===== config.mk =====
export PLATFORM = sky130hd
export DESIGN_NAME = bg_pixel_fifo_flat
export DESIGN_NICKNAME = d
export VERILOG_FILES = /design/src/rtl/bg_pixel_fifo_if.sv /design/src/rtl/bg_pixel_fifo.sv /design/src/flat_wrapper.sv
export SDC_FILE = /design/constraint.sdc
export NUM_CORES = 1
export LEC_CHECK = 0
export ABC_CLOCK_PERIOD_IN_PS = 2950
export CAP_MARGIN = 20
export CORE_AREA = 2 2 109 111
export DETAILED_ROUTE_END_ITERATION = 10
export DIE_AREA = 0 0 111 113
export PLACE_DENSITY = 0.73
export SYNTH_ARGS = -nofsm -noshare
export SYNTH_HDL_FRONTEND = slang
export SYNTH_SLANG_ARGS = --single-unit

===== constraint.sdc =====
create_clock -name clk -period 2.95 [get_ports clk]
set_input_delay 0.295 -clock clk [delete_from_list [all_inputs] [get_ports clk]]
set_output_delay 0.295 -clock clk [all_outputs]
set_load 0.1 [all_outputs]

===== src/rtl/bg_pixel_fifo_if.sv =====
// Pixel type shared by the PPU pipeline, and the fetcher/mixer-facing bundle
// of the background pixel FIFO.
package ppu_pkg;
  typedef struct packed {
    logic       bg_prio;
    logic [2:0] palette;
    logic [1:0] color;
  } ppu_pixel_t;
endpackage

interface bg_pixel_fifo_if #(parameter int DEPTH = 16);
  import ppu_pkg::*;

  logic                   dot_en;
  logic                   line_start;
  logic                   flush;
  logic [2:0]             scx_fine;
  logic                   pop_stall;
  logic                   push_en;
  ppu_pixel_t             push_px;
  logic                   full;
  logic                   empty;
  logic [$clog2(DEPTH):0] count;
  logic                   out_valid;
  ppu_pixel_t             out_px;
  logic [7:0]             out_x;
  logic                   line_done;
  logic                   overflow;

  modport master (
    output dot_en, line_start, flush, scx_fine, pop_stall, push_en, push_px,
    input  full, empty, count, out_valid, out_px, out_x, line_done, overflow
  );

  modport slave (
    input  dot_en, line_start, flush, scx_fine, pop_stall, push_en, push_px,
    output full, empty, count, out_valid, out_px, out_x, line_done, overflow
  );
endinterface


===== src/rtl/bg_pixel_fifo.sv =====
// Background pixel FIFO: buffers fetched pixels, drops the first SCX[2:0]
// pixels of a scanline, then emits one pixel per dot with its screen X.
module bg_pixel_fifo
  import ppu_pkg::*;
#(
  parameter int DEPTH = 16,
  parameter int X_MAX = 160
) (
  input  logic            clk,
  input  logic            reset,
  bg_pixel_fifo_if.slave  bus
);

  localparam int AW = $clog2(DEPTH);
  localparam int CW = AW + 1;

  typedef enum logic [1:0] {S_IDLE, S_DISCARD, S_OUTPUT, S_DONE} state_t;

  state_t          r_state;
  state_t          w_stateNext;
  ppu_pixel_t      r_mem [DEPTH];
  logic [AW-1:0]   r_wrPtr;
  logic [AW-1:0]   r_rdPtr;
  logic [CW-1:0]   r_count;
  logic            r_full;
  logic            r_empty;
  logic [2:0]      r_discardCnt;
  logic [7:0]      r_xCnt;
  logic            r_outValid;
  ppu_pixel_t      r_outPx;
  logic [7:0]      r_outX;
  logic            r_lineDone;
  logic            r_overflow;
  logic            w_push;
  logic            w_pop;
  logic [CW-1:0]   w_countNext;

  // line_start and flush both reset occupancy, so they suppress push and pop.
  always_comb begin
    w_stateNext = r_state;
    w_push      = 1'b0;
    w_pop       = 1'b0;
    w_countNext = r_count;
    if (!bus.line_start && !bus.flush) begin
      w_push      = bus.push_en && !r_full;
      w_pop       = bus.dot_en && !bus.pop_stall && !r_empty &&
                    (r_state == S_DISCARD || r_state == S_OUTPUT);
      w_countNext = r_count + CW'(w_push) - CW'(w_pop);
    end
    if (bus.line_start) begin
      w_stateNext = (bus.scx_fine != 3'd0) ? S_DISCARD : S_OUTPUT;
    end else if (w_pop) begin
      case (r_state)
        S_DISCARD: if (r_discardCnt == 3'd1) w_stateNext = S_OUTPUT;
        S_OUTPUT:  if (r_xCnt == 8'(X_MAX - 1)) w_stateNext = S_DONE;
        default:   w_stateNext = r_state;
      endcase
    end
  end

  always_ff @(posedge clk or posedge reset) begin
    if (reset) r_state <= S_IDLE;
    else       r_state <= w_stateNext;
  end

  always_ff @(posedge clk) begin
    if (w_push) r_mem[r_wrPtr] <= bus.push_px;
  end

  always_ff @(posedge clk or posedge reset) begin
    if (reset) begin
      r_wrPtr      <= '0;
      r_rdPtr      <= '0;
      r_count      <= '0;
      r_full       <= 1'b0;
      r_empty      <= 1'b1;
      r_discardCnt <= 3'd0;
      r_xCnt       <= 8'd0;
      r_outValid   <= 1'b0;
      r_outPx      <= '0;
      r_outX       <= 8'd0;
      r_lineDone   <= 1'b0;
      r_overflow   <= 1'b0;
    end else begin
      r_outValid <= 1'b0;
      if (bus.line_start) begin
        r_wrPtr      <= '0;
        r_rdPtr      <= '0;
        r_count      <= '0;
        r_full       <= 1'b0;
        r_empty      <= 1'b1;
        r_discardCnt <= bus.scx_fine;
        r_xCnt       <= 8'd0;
        r_outX       <= 8'd0;
        r_lineDone   <= 1'b0;
        r_overflow   <= 1'b0;
      end else if (bus.flush) begin
        r_wrPtr <= '0;
        r_rdPtr <= '0;
        r_count <= '0;
        r_full  <= 1'b0;
        r_empty <= 1'b1;
      end else begin
        if (bus.push_en && r_full) r_overflow <= 1'b1;
        if (w_push) r_wrPtr <= r_wrPtr + 1'b1;
        r_count <= w_countNext;
        r_full  <= (w_countNext == CW'(DEPTH));
        r_empty <= (w_countNext == '0);
        if (w_pop) begin
          r_rdPtr <= r_rdPtr + 1'b1;
          if (r_state == S_DISCARD) begin
            r_discardCnt <= r_discardCnt - 3'd1;
          end else begin
            r_outValid <= 1'b1;
            r_outPx    <= r_mem[r_rdPtr];
            r_outX     <= r_xCnt;
            r_xCnt     <= r_xCnt + 8'd1;
            if (r_xCnt == 8'(X_MAX - 1)) r_lineDone <= 1'b1;
          end
        end
      end
    end
  end

  assign bus.full      = r_full;
  assign bus.empty     = r_empty;
  assign bus.count     = r_count;
  assign bus.out_valid = r_outValid;
  assign bus.out_px    = r_outPx;
  assign bus.out_x     = r_outX;
  assign bus.line_done = r_lineDone;
  assign bus.overflow  = r_overflow;

endmodule


===== src/flat_wrapper.sv =====
// flat-port wrapper written by rule: the top's interface ports become plain ports
module bg_pixel_fifo_flat import ppu_pkg::*;
#(
  parameter int DEPTH = 16,
  parameter int X_MAX = 160
)
  (clk, reset, bus_dot_en, bus_line_start, bus_flush, bus_scx_fine, bus_pop_stall, bus_push_en, bus_push_px, bus_full, bus_empty, bus_count, bus_out_valid, bus_out_px, bus_out_x, bus_line_done, bus_overflow);
  bg_pixel_fifo_if #(.DEPTH(DEPTH)) bus_i ();
  input  logic clk;
  input  logic reset;
  input wire logic [$bits(bus_i.dot_en)-1:0] bus_dot_en;
  input wire logic [$bits(bus_i.line_start)-1:0] bus_line_start;
  input wire logic [$bits(bus_i.flush)-1:0] bus_flush;
  input wire logic [$bits(bus_i.scx_fine)-1:0] bus_scx_fine;
  input wire logic [$bits(bus_i.pop_stall)-1:0] bus_pop_stall;
  input wire logic [$bits(bus_i.push_en)-1:0] bus_push_en;
  input wire logic [$bits(bus_i.push_px)-1:0] bus_push_px;
  output wire logic [$bits(bus_i.full)-1:0] bus_full;
  output wire logic [$bits(bus_i.empty)-1:0] bus_empty;
  output wire logic [$bits(bus_i.count)-1:0] bus_count;
  output wire logic [$bits(bus_i.out_valid)-1:0] bus_out_valid;
  output wire logic [$bits(bus_i.out_px)-1:0] bus_out_px;
  output wire logic [$bits(bus_i.out_x)-1:0] bus_out_x;
  output wire logic [$bits(bus_i.line_done)-1:0] bus_line_done;
  output wire logic [$bits(bus_i.overflow)-1:0] bus_overflow;
  assign bus_i.dot_en = bus_dot_en;
  assign bus_i.line_start = bus_line_start;
  assign bus_i.flush = bus_flush;
  assign bus_i.scx_fine = bus_scx_fine;
  assign bus_i.pop_stall = bus_pop_stall;
  assign bus_i.push_en = bus_push_en;
  assign bus_i.push_px = bus_push_px;
  assign bus_full = bus_i.full;
  assign bus_empty = bus_i.empty;
  assign bus_count = bus_i.count;
  assign bus_out_valid = bus_i.out_valid;
  assign bus_out_px = bus_i.out_px;
  assign bus_out_x = bus_i.out_x;
  assign bus_line_done = bus_i.line_done;
  assign bus_overflow = bus_i.overflow;
  bg_pixel_fifo #(.DEPTH(DEPTH), .X_MAX(X_MAX)) u_core (.clk(clk), .reset(reset), .bus(bus_i));
endmodule

== Word level (Yosys, flattened, before mapping) ==
Memories as Yosys holds them, arrays and structs flattened. A register that Yosys moved wholly into a read port is not among the register bits.
Cells that the tools add are included.

* Equality and inequality tests: 9
* $lt $le $gt $ge: 0
* Bitwise logic cells: 3
* Shift operators: 0
* Mux-type cells: 47
* $mul: 0
* $add $sub $neg: 6
* Reduce and logical (&&, ||, !) cells: 27
* Divide/modulo/power cells: 0

{| class="wikitable"
|+ Operator list
! cell !! number
|-
| $mux 8 || 8
|-
| $mux 4 || 6
|-
| $mux 1 || 20
|-
| $mux 5 || 3
|-
| $mux 3 || 4
|-
| $reduce_and 4->1 || 3
|-
| $reduce_bool 3->1 || 4
|-
| $mux 2 || 5
|-
| $add 4x1->4 const B || 2
|-
| $add 8x1->8 const B || 1
|-
| $eq 8x8->1 const B || 1
|-
| $reduce_bool 2->1 || 4
|-
| $logic_and 1x1->1 || 6
|-
| $ne 3x3->1 const B || 2
|-
| $reduce_and 3->1 || 2
|-
| $add 5x1->5 || 1
|-
| $eq 5x5->1 const B || 1
|-
| $logic_not 1->1 || 5
|-
| $logic_not 5->1 || 1
|-
| $sub 5x1->5 || 1
|-
| $ne 2x2->1 const B || 2
|-
| $pmux 2 s2 || 1
|-
| $eq 3x1->1 const B || 1
|-
| $not 1->1 || 3
|-
| other kinds (5) || 5
|}

* Bits in writable memories: 96
* Memories kept: 1
* Bits in read-only memories: 0
* Flip-flop bits (word level): 39
* Word-level logic and storage cells: 105
* Latch bits: 0
* Output and inout port bits: 24

{| class="wikitable"
|+ Memory list
! memory !! depth !! bits a word !! rd ports !! clocked after memory_dff !! wr ports !! line !! text
|-
| u_core.r_mem || 16 || 6 || 1 || 1 || 1 || bg_pixel_fifo.sv:21 || <nowiki>ppu_pixel_t r_mem [DEPTH];</nowiki>
|}

== Depth between registers and ports, before layout ==
* Word-level depth: 9
* Depth in mapped cells: 14
* Mapped depth without buffers: 14

== Worst setup path after synthesis ==
Ideal clock, no wire load.

* Path type: register -> register
* Start: register u_core.r_empty, in the netlist u_core.bus.empty
* End: register u_core.r_full, in the netlist u_core.bus.full
* Buffers on the path: 0
* Stages on the path, launching flop included: 13
* Slack: -0.012 ns
* Clock period less this slack: 2.962 ns
* Arrival: 2.874 ns
* Required time: 2.862 ns
* Path through: dfstp_2 -> or4b_4 -> clkinv_1 -> ha_1 -> inv_1 -> ha_1 -> inv_1 -> fa_1 -> nor2b_1 -> o21a_1 -> nor3_1 -> nor3b_1 -> nor3b_1

* Longest elaborated chain between the ends: 8

{| class="wikitable"
|+ RTL lines
! element !! line !! text
|-
| start, declared || bg_pixel_fifo.sv:26 || <nowiki>logic r_empty;</nowiki>
|-
| start signal, assigned || bg_pixel_fifo.sv:108 || <nowiki>r_empty <= (w_countNext == '0);</nowiki>
|-
| $logic_not 1->1 || bg_pixel_fifo.sv:46 || <nowiki>w_pop = bus.dot_en && !bus.pop_stall && !r_empty &&</nowiki>
|-
| $logic_and 1x1->1 (2 in a row) || bg_pixel_fifo.sv:46 ||
|-
| $sub 5x1->5 || bg_pixel_fifo.sv:48 || <nowiki>w_countNext = r_count + CW'(w_push) - CW'(w_pop);</nowiki>
|-
| $mux 5 || bg_pixel_fifo.sv:44 || <nowiki>if (!bus.line_start && !bus.flush) begin</nowiki>
|-
| $eq 5x5->1 || bg_pixel_fifo.sv:107 || <nowiki>r_full <= (w_countNext == CW'(DEPTH));</nowiki>
|-
| $mux 1 || bg_pixel_fifo.sv:97 || <nowiki>end else if (bus.flush) begin</nowiki>
|-
| $mux 1 || bg_pixel_fifo.sv:86 || <nowiki>if (bus.line_start) begin</nowiki>
|-
| end signal, assigned || bg_pixel_fifo.sv:107 ||
|-
| end, declared || bg_pixel_fifo.sv:25 || <nowiki>logic r_full;</nowiki>
|}

Every way passes these cells.
A chain may end at the register's enable or synchronous reset.

== Worst setup path in the final report ==
* Start: register u_core.r_state[0]
* End: register u_core.r_empty, in the netlist u_core.bus.empty

* Longest elaborated chain between the ends: 8
* Elaborated cells between the ends (all ways): 9
* Classes of those cells: add/sub: 1; eq/ne: 2; mux: 3; reduce/logical: 3

{| class="wikitable"
|+ RTL lines
! element !! line !! text
|-
| start, declared || bg_pixel_fifo.sv:19 || <nowiki>state_t r_state;</nowiki>
|-
| start signal, assigned || bg_pixel_fifo.sv:63 || <nowiki>else r_state <= w_stateNext;</nowiki>
|-
| $eq 2x1->1 or $eq 2x2->1 (tied branches) || bg_pixel_fifo.sv:47 || <nowiki>(r_state == S_DISCARD || r_state == S_OUTPUT);</nowiki>
|-
| $logic_or 1x1->1 (*) || bg_pixel_fifo.sv:47 ||
|-
| $logic_and 1x1->1 (*) || bg_pixel_fifo.sv:46 ||
|-
| $sub 5x1->5 (*) || bg_pixel_fifo.sv:48 ||
|-
| $mux 5 (*) || bg_pixel_fifo.sv:44 ||
|-
| $logic_not 5->1 (*) || bg_pixel_fifo.sv:108 ||
|-
| $mux 1 (*) || bg_pixel_fifo.sv:97 ||
|-
| $mux 1 (*) || bg_pixel_fifo.sv:86 ||
|}

Mark *: on every way between the ends. The rest lies on a longest branch, timed or not.

==> out/metrics.csv <==
stage,metric,value,unit
routing,WL/cell,18.9,µm
synthesis,Post-Syn Instances,391,
sta,fmax,348,MHz
global_route,antenna violations before repair,0,
power_and_ir_drop,Lkg Pwr,0.00257,µW
setup_path,FF-to-FF Start,u_core.r_state[0],
setup_path,crit path max fanout,2,
setup_path,Crit path required time,3310,ps
routing,Vias/cell,5.58,
cts,"Reg clk slew, reported paths",60,ps
finish,register area,4010,µm²
finish,area of the multi-input gates,1820,µm²
sta,Final Hold Fails,0,
synthesis,post-synthesis adder-cell area fraction,0.0350,
synthesis,largest family of logic cells by synthesized area,multiplexers,
setup_path,crit-path cells,inv_2 -> ha_4 -> or4b_4 -> inv_4 -> ha_4 -> inv_4 -> ha_4 -> inv_2 -> fa_2 -> nor2b_1 -> o21a_1 -> o21ai_0 -> nor3b_2 -> buf_4 -> nor2_4,
cts,clk buf depth,2,
finish,layout cells sized above 1,0.239,
die,Die Span Y,113,µm
synthesis,post-synthesis xor/xnor area fraction,0.0251,
die,starting density of the core,0.527,
finish,Layout Nets,476,
die,Site Rows,39,
cts,CTS tree,built,
setup_path,Worst path slowest cell,or4b_4,
global_route,first-pass GRT wire length,18400,µm
routing,via count,3347,
synthesis,Simple-Gate Fraction of Synth Area,0.0896,
routing,"antenna viol nets, final",0,
sta,hold slack,414,ps
synthesis,Yosys reg bits,141,
finish,filler cell count,775,
hold_path,Worst Hold Class,primary input to asynchronous set/reset pin,
synthesis,"EDFF count, synth",96,
sta,Final min period,2870,ps
routing,DR iter-0 viols,263,
sta,Max-slew headroom,0.360,
synthesis,Synth Cell Area,5940,µm²
sta,TNS Setup,0,ps
power_and_ir_drop,Peak VDD IR,599,µV
setup_path,Reg2Reg Setup Slack,80,ps
cts,Num CTS Buffers,17,
setup_path,R2R depth,15,
die,core area,11300,µm²
setup_path,kind of critical path,flop to flop,
global_route,largest net degree at the start of global routing,46,
sta,setup violators final,0,
global_route,Total GRT Usage,0.196,
setup_path,R2R Path End,u_core.bus.empty,
synthesis,Syn Nets,423,
synthesis,top-count cell post-synth,edfxtp_1,
global_route,vias in the first global route,3413,
synthesis,top_reg_cell synth,edfxtp_1,
setup_path,Crit path largest cell delay,530,ps
cts,# hold bufs at CTS,0,
die,Die Wd,111,µm
sta,clk_skew,7.13,ps
synthesis,Synth top area share,0.486,
finish,post-layout util,0.627,
synthesis,"FFs w/ async S/R, synth",0.319,
setup_path,cell repeated most along the worst path,ha_4,
setup_path,Worst Path Arrival,3230,ps
cts,Root Buffer Master,clkbuf_16,
place,I/O Buffers,39,
sta,"Slew Viols, Final",0,
finish,area grow syn2layout,19.1,%
sta,fin crit share,0.973,
synthesis,compound-cell area share of the yosys netlist,0.0443,
synthesis,top post-synthesis cells by count,"96 x edfxtp_1, 44 x dfrtp_1, 32 x nor2_1, 31 x nand2_1, 24 x mux4_2",
synthesis,"Avg Cell Area, Syn",15.2,µm²
setup_path,Setup crit start kind,flop,
place,Final GP Congestion,0.791,
flow_run,Max Cap Violations,0,
synthesis,"area leader, netlist",edfxtp_1,
sta,slew at the pin with the worst max-slew slack,957,ps
place,dpl hpwl,7220,µm
cts,CTS sink count,141,
synthesis,mux share of post-synthesis cell area,0.103,
finish,diodes inserted,0,
synthesis,YS warnings,0,
routing,Total Wirelength,11300,µm
die,die area,12500,µm²
synthesis,"Seq/Total Area, Yosys",0.675,
cts,clk_lat worst skew,420,ps
die,IO Count,40,
routing,1st-pass router iterations,5,
setup_path,"Buf+Inv Stages, Crit Path",5,
power_and_ir_drop,pwr dens,670,nW/µm²
setup_path,critical path depth in cells,15,
synthesis,Synth area leaders,"edfxtp_1 49%, dfrtp_1 19%, mux4_2 9.1%, ha_1 3.2%, nor2_1 2.0%",
synthesis,Yosys cell types,43,
setup_path,cell family with most CP delay,simple AND/OR/NAND/NOR gates,
setup_path,crit path capture type,flop,
cts,H-tree depth,4,
global_route,grt total ovfl,0,
routing,# DRC,0,
outcome,status,"finished, final reports clean",
==> layer usage <==
metal / vias up / track usage / share of wire
met5: - / 0 / 0
met4: 0 / 0.0767 / 0.013
met3: 14 / 0.0525 / 0.045
met2: 82 / 0.328 / 0.52
met1: 1692 / 0.247 / 0.42
li1: 1559 / - / -
==> cells by family (layout without fill, tap and decap cells) <==
kind of cell             count (synthesis)  in the layout
multiplexers                            31             31
adder cells (fa/ha/maj)                 16             16
AO/OA/AOI/OAI                           40             40
XOR/XNOR                                17             17
buffers and inverters                   36            102
flip-flops                             141            141
AND/OR/NAND/NOR                        110            110
==> sequential cells by signal (all words and copies together), names as in the netlist, 2 cells and up <==
register and cells:
u_core.bus.count 5, u_core.bus.out_px 6, u_core.bus.out_x 8, u_core.r_discardCnt 3, u_core.r_mem 96, u_core.r_rdPtr 4
u_core.r_state 2, u_core.r_wrPtr 4, u_core.r_xCnt 8
==> worst max-delay path by stage <==
stage,from,to,slack [ps]
global placement,bus_pop_stall,u_core.bus.full,-40
finish,u_core.r_state[0],u_core.bus.empty,80
detailed placement,bus_pop_stall,u_core.bus.full,-150
floorplan,u_core.r_state[0],u_core.bus.full,6
CTS,u_core.r_state[0],u_core.bus.full,9
global route,u_core.r_state[0],u_core.bus.empty,-60
==> power breakdown <==
group	internal, µW	switching [µW]
clock	1100	863
combinational	153	418
sequential	2170	31.3
total	3430	1310
==> what timing repair did <==
action | 4_1_cts | 5_1_grt
buffers inserted | 0 | 3
resized for setup | 2 | 13
endpoints found under the setup margin | 2 | 3
pin swaps | 1 | 3
==> layout by cell type, fill, tap and decap left out, types with 6 or more instances in the layout <==
cell             synthesis  final
edfxtp_1                96     96
dfrtp_1                 44     44
buf_4                    0     36
nor2_1                  32     31
nand2_1                 31     31
mux4_2                  24     24
clkbuf_16                0     17
clkdlybuf4s50_1          0     16
and2_1                  15     15
o21ai_0                 14     14
inv_1                   16     12
ha_1                    15     12
xor2_1                   9      9
xnor2_1                  8      8
mux2i_1                  7      7
nor3_1                   7      7
o22ai_1                  6      6
==> cell type report <==
| type | count | area share |
|---|---|---|
| Sequential cell | 141 | 0.567 |
| Clock inverter | 14 | 0.0175 |
| Inverter | 18 | 0.0110 |
| Tap cell | 143 | 0.0253 |
| Multi-Input combinational cell | 214 | 0.257 |
| Clock buffer | 18 | 0.0607 |
| Timing Repair Buffer | 52 | 0.0609 |
==> through the flow <==
stage / total power, µW / worst slack [ps] / instance area [µm²] / instances
after detailed placement: 2790 / -152 / 6430 / 565
after floorplan: 2640 / 5.91 / 5940 / 391
after CTS: 4750 / 9.25 / 7000 / 597
final: 4740 / 79.9 / 7070 / 600
after global placement: 2780 / -39.3 / 6430 / 565
after global routing: 4900 / -56.7 / 7070 / 600
Power figures use the tool's default switching activity.
==> RTL change, RTL diff (same flow settings) <==
Re-encode `state_t` (4 states) as Gray code, 2 bits wide.
--- a/src/rtl/bg_pixel_fifo.sv
+++ b/src/rtl/bg_pixel_fifo.sv
@@ -16,3 +16,3 @@
 
-  typedef enum logic [1:0] {S_IDLE, S_DISCARD, S_OUTPUT, S_DONE} state_t;
+  typedef enum logic [1:0] {S_IDLE = 2'b00, S_DISCARD = 2'b01, S_OUTPUT = 2'b11, S_DONE = 2'b10} state_t;
 
Function: no difference found for any inputs over 4 cycles, from zero or initial values and one cycle with reset high; so few cycles prove little.
==> RTL change against the unedited design <==
Synthesized cell count down 0.26%. Setup slack better by 0.21 ns. Non-clock buffer count unchanged. Cell count down 0.17%. Total power down 5.1%. Cell area down 0.64%. Die area unchanged. Area after synthesis up 0.42%. First-iteration DRC count up 39%. Clock skew up 0.00098 ns. Sequential cell count unchanged. Routed wire length down 2.6%. Largest power group unchanged.
==> RTL change: results (changes against the unedited design) <==
stage,metric,value,unit,change
critical_path,"Data required, critical path",3.27,ns,-0.04 ns
drt,Post-Route M1 WL,4874,um,+1.9%
run_status,outcome,finished clean,,
sta,Clock Skews,0.008113,ns,+0.0009784 ns
final_layout,area growth from synthesis to layout,17.88,%,
drt,Detail Route met2 WL,5463,um,-7.3%
pwr,Max IR drop VDD,451.9,uV,-25%
sta,part of the cycle the worst path needs,90.08,%,-7.2 points
place,Area after DPL,0.006452,mm^2,+0.27%
global_routing,met1 Usage GRT,26.20,%,+1.5 points
place,pre-CTS worst setup slack,0.1958,ns,+0.3473 ns
pwr,share of power burned in the clock network,44.3,%,+2.8 points
place,routability cong.,0.7665,,-3.1%
place,# placed instances,567,,+0.35%
global_routing,M3 GR Usage,4.606,%,-0.64 points
synth,register area share after synthesis,67.26,%,-0.28 points
final_layout,fraction of layout cells with a size suffix above 1,19.96,%,-3.9 points
drt,number of vias per cell,5.487,,-1.6%
synth,number of library cell types mapped by synthesis,40,,-7.0%
critical_path,worst setup path end,u_core.bus.full$_DFF_PP0_,,
final_layout,FILL cells,794,,+2.5%
final_layout,nets@finish,474,,-0.42%
drt,router iterations before antenna repair,4,,-1
global_routing,first-pass GRT wire length,18110,um,-1.4%
global_routing,met2 Track Usage GR,30.59,%,-2.2 points
critical_path,slowest stage cell on the critical path,sky130_fd_sc_hd__dfstp_4,,
final_layout,clock buffer count in the final layout,19,,+1
global_routing,total global-route track usage,19.10,%,-0.51 points
final_layout,relative area of non-clock buffer cells in the final design,6.267,%,+0.18 points
drt,drt first-iter violations,366,,+39%
critical_path,number of cells on the worst reg-to-reg path,11,,-4
final_layout,fraction of area in multi-input gates,25.32,%,-0.40 points
## RTL change: changes by cell type after synthesis, moves of 3 or more
cell	delta
sky130_fd_sc_hd__nor2_1	-6
sky130_fd_sc_hd__nand2_1	+12
sky130_fd_sc_hd__buf_2	-3
sky130_fd_sc_hd__nor3_1	-3
sky130_fd_sc_hd__buf_1	-3
sky130_fd_sc_hd__o22ai_1	-6
sky130_fd_sc_hd__mux2_2	+6
sky130_fd_sc_hd__a21oi_1	+3
sky130_fd_sc_hd__a221oi_1	-5
sky130_fd_sc_hd__mux4_1	+8
sky130_fd_sc_hd__buf_4	+3
sky130_fd_sc_hd__mux4_2	-8
sky130_fd_sc_hd__o21ai_1	+7
## RTL change: how the worst min path moves through the flow
stage	from	endpoint	slack, ns	cells past startpoint
2_1_floorplan	bus_push_px[0]	u_core.r_mem[0][0]$_DFFE_PP_	0.39	0
6_report	reset	u_core.r_xCnt[4]$_DFFE_PP0P_	0.14	2
5_1_grt	reset	u_core.bus.line_done$_DFFE_PP0P_	0.15	2
4_1_cts	reset	u_core.bus.overflow$_DFFE_PP0P_	0.46	2
3_3_place_gp	u_core.bus.out_px[4]$_DFFE_PP0P_	u_core.bus.out_px[4]$_DFFE_PP0P_	0.46	2
3_5_place_dp	u_core.bus.out_px[4]$_DFFE_PP0P_	u_core.bus.out_px[4]$_DFFE_PP0P_	0.46	2
## RTL change: cells by family (layout without fill, tap and decap cells)
| kind of cell | after synthesis | count (layout) | share of synthesized area [%] |
|---|---|---|---|
| compound gates | 35 | 35 | 3.232 |
| xor+xnor | 18 | 18 | 2.644 |
| fa+ha+maj | 14 | 14 | 3.064 |
| buf+inv | 33 | 99 | 2.896 |
| flops | 141 | 141 | 67.26 |
| mux | 37 | 37 | 11.88 |
| simple gates | 112 | 112 | 9.024 |
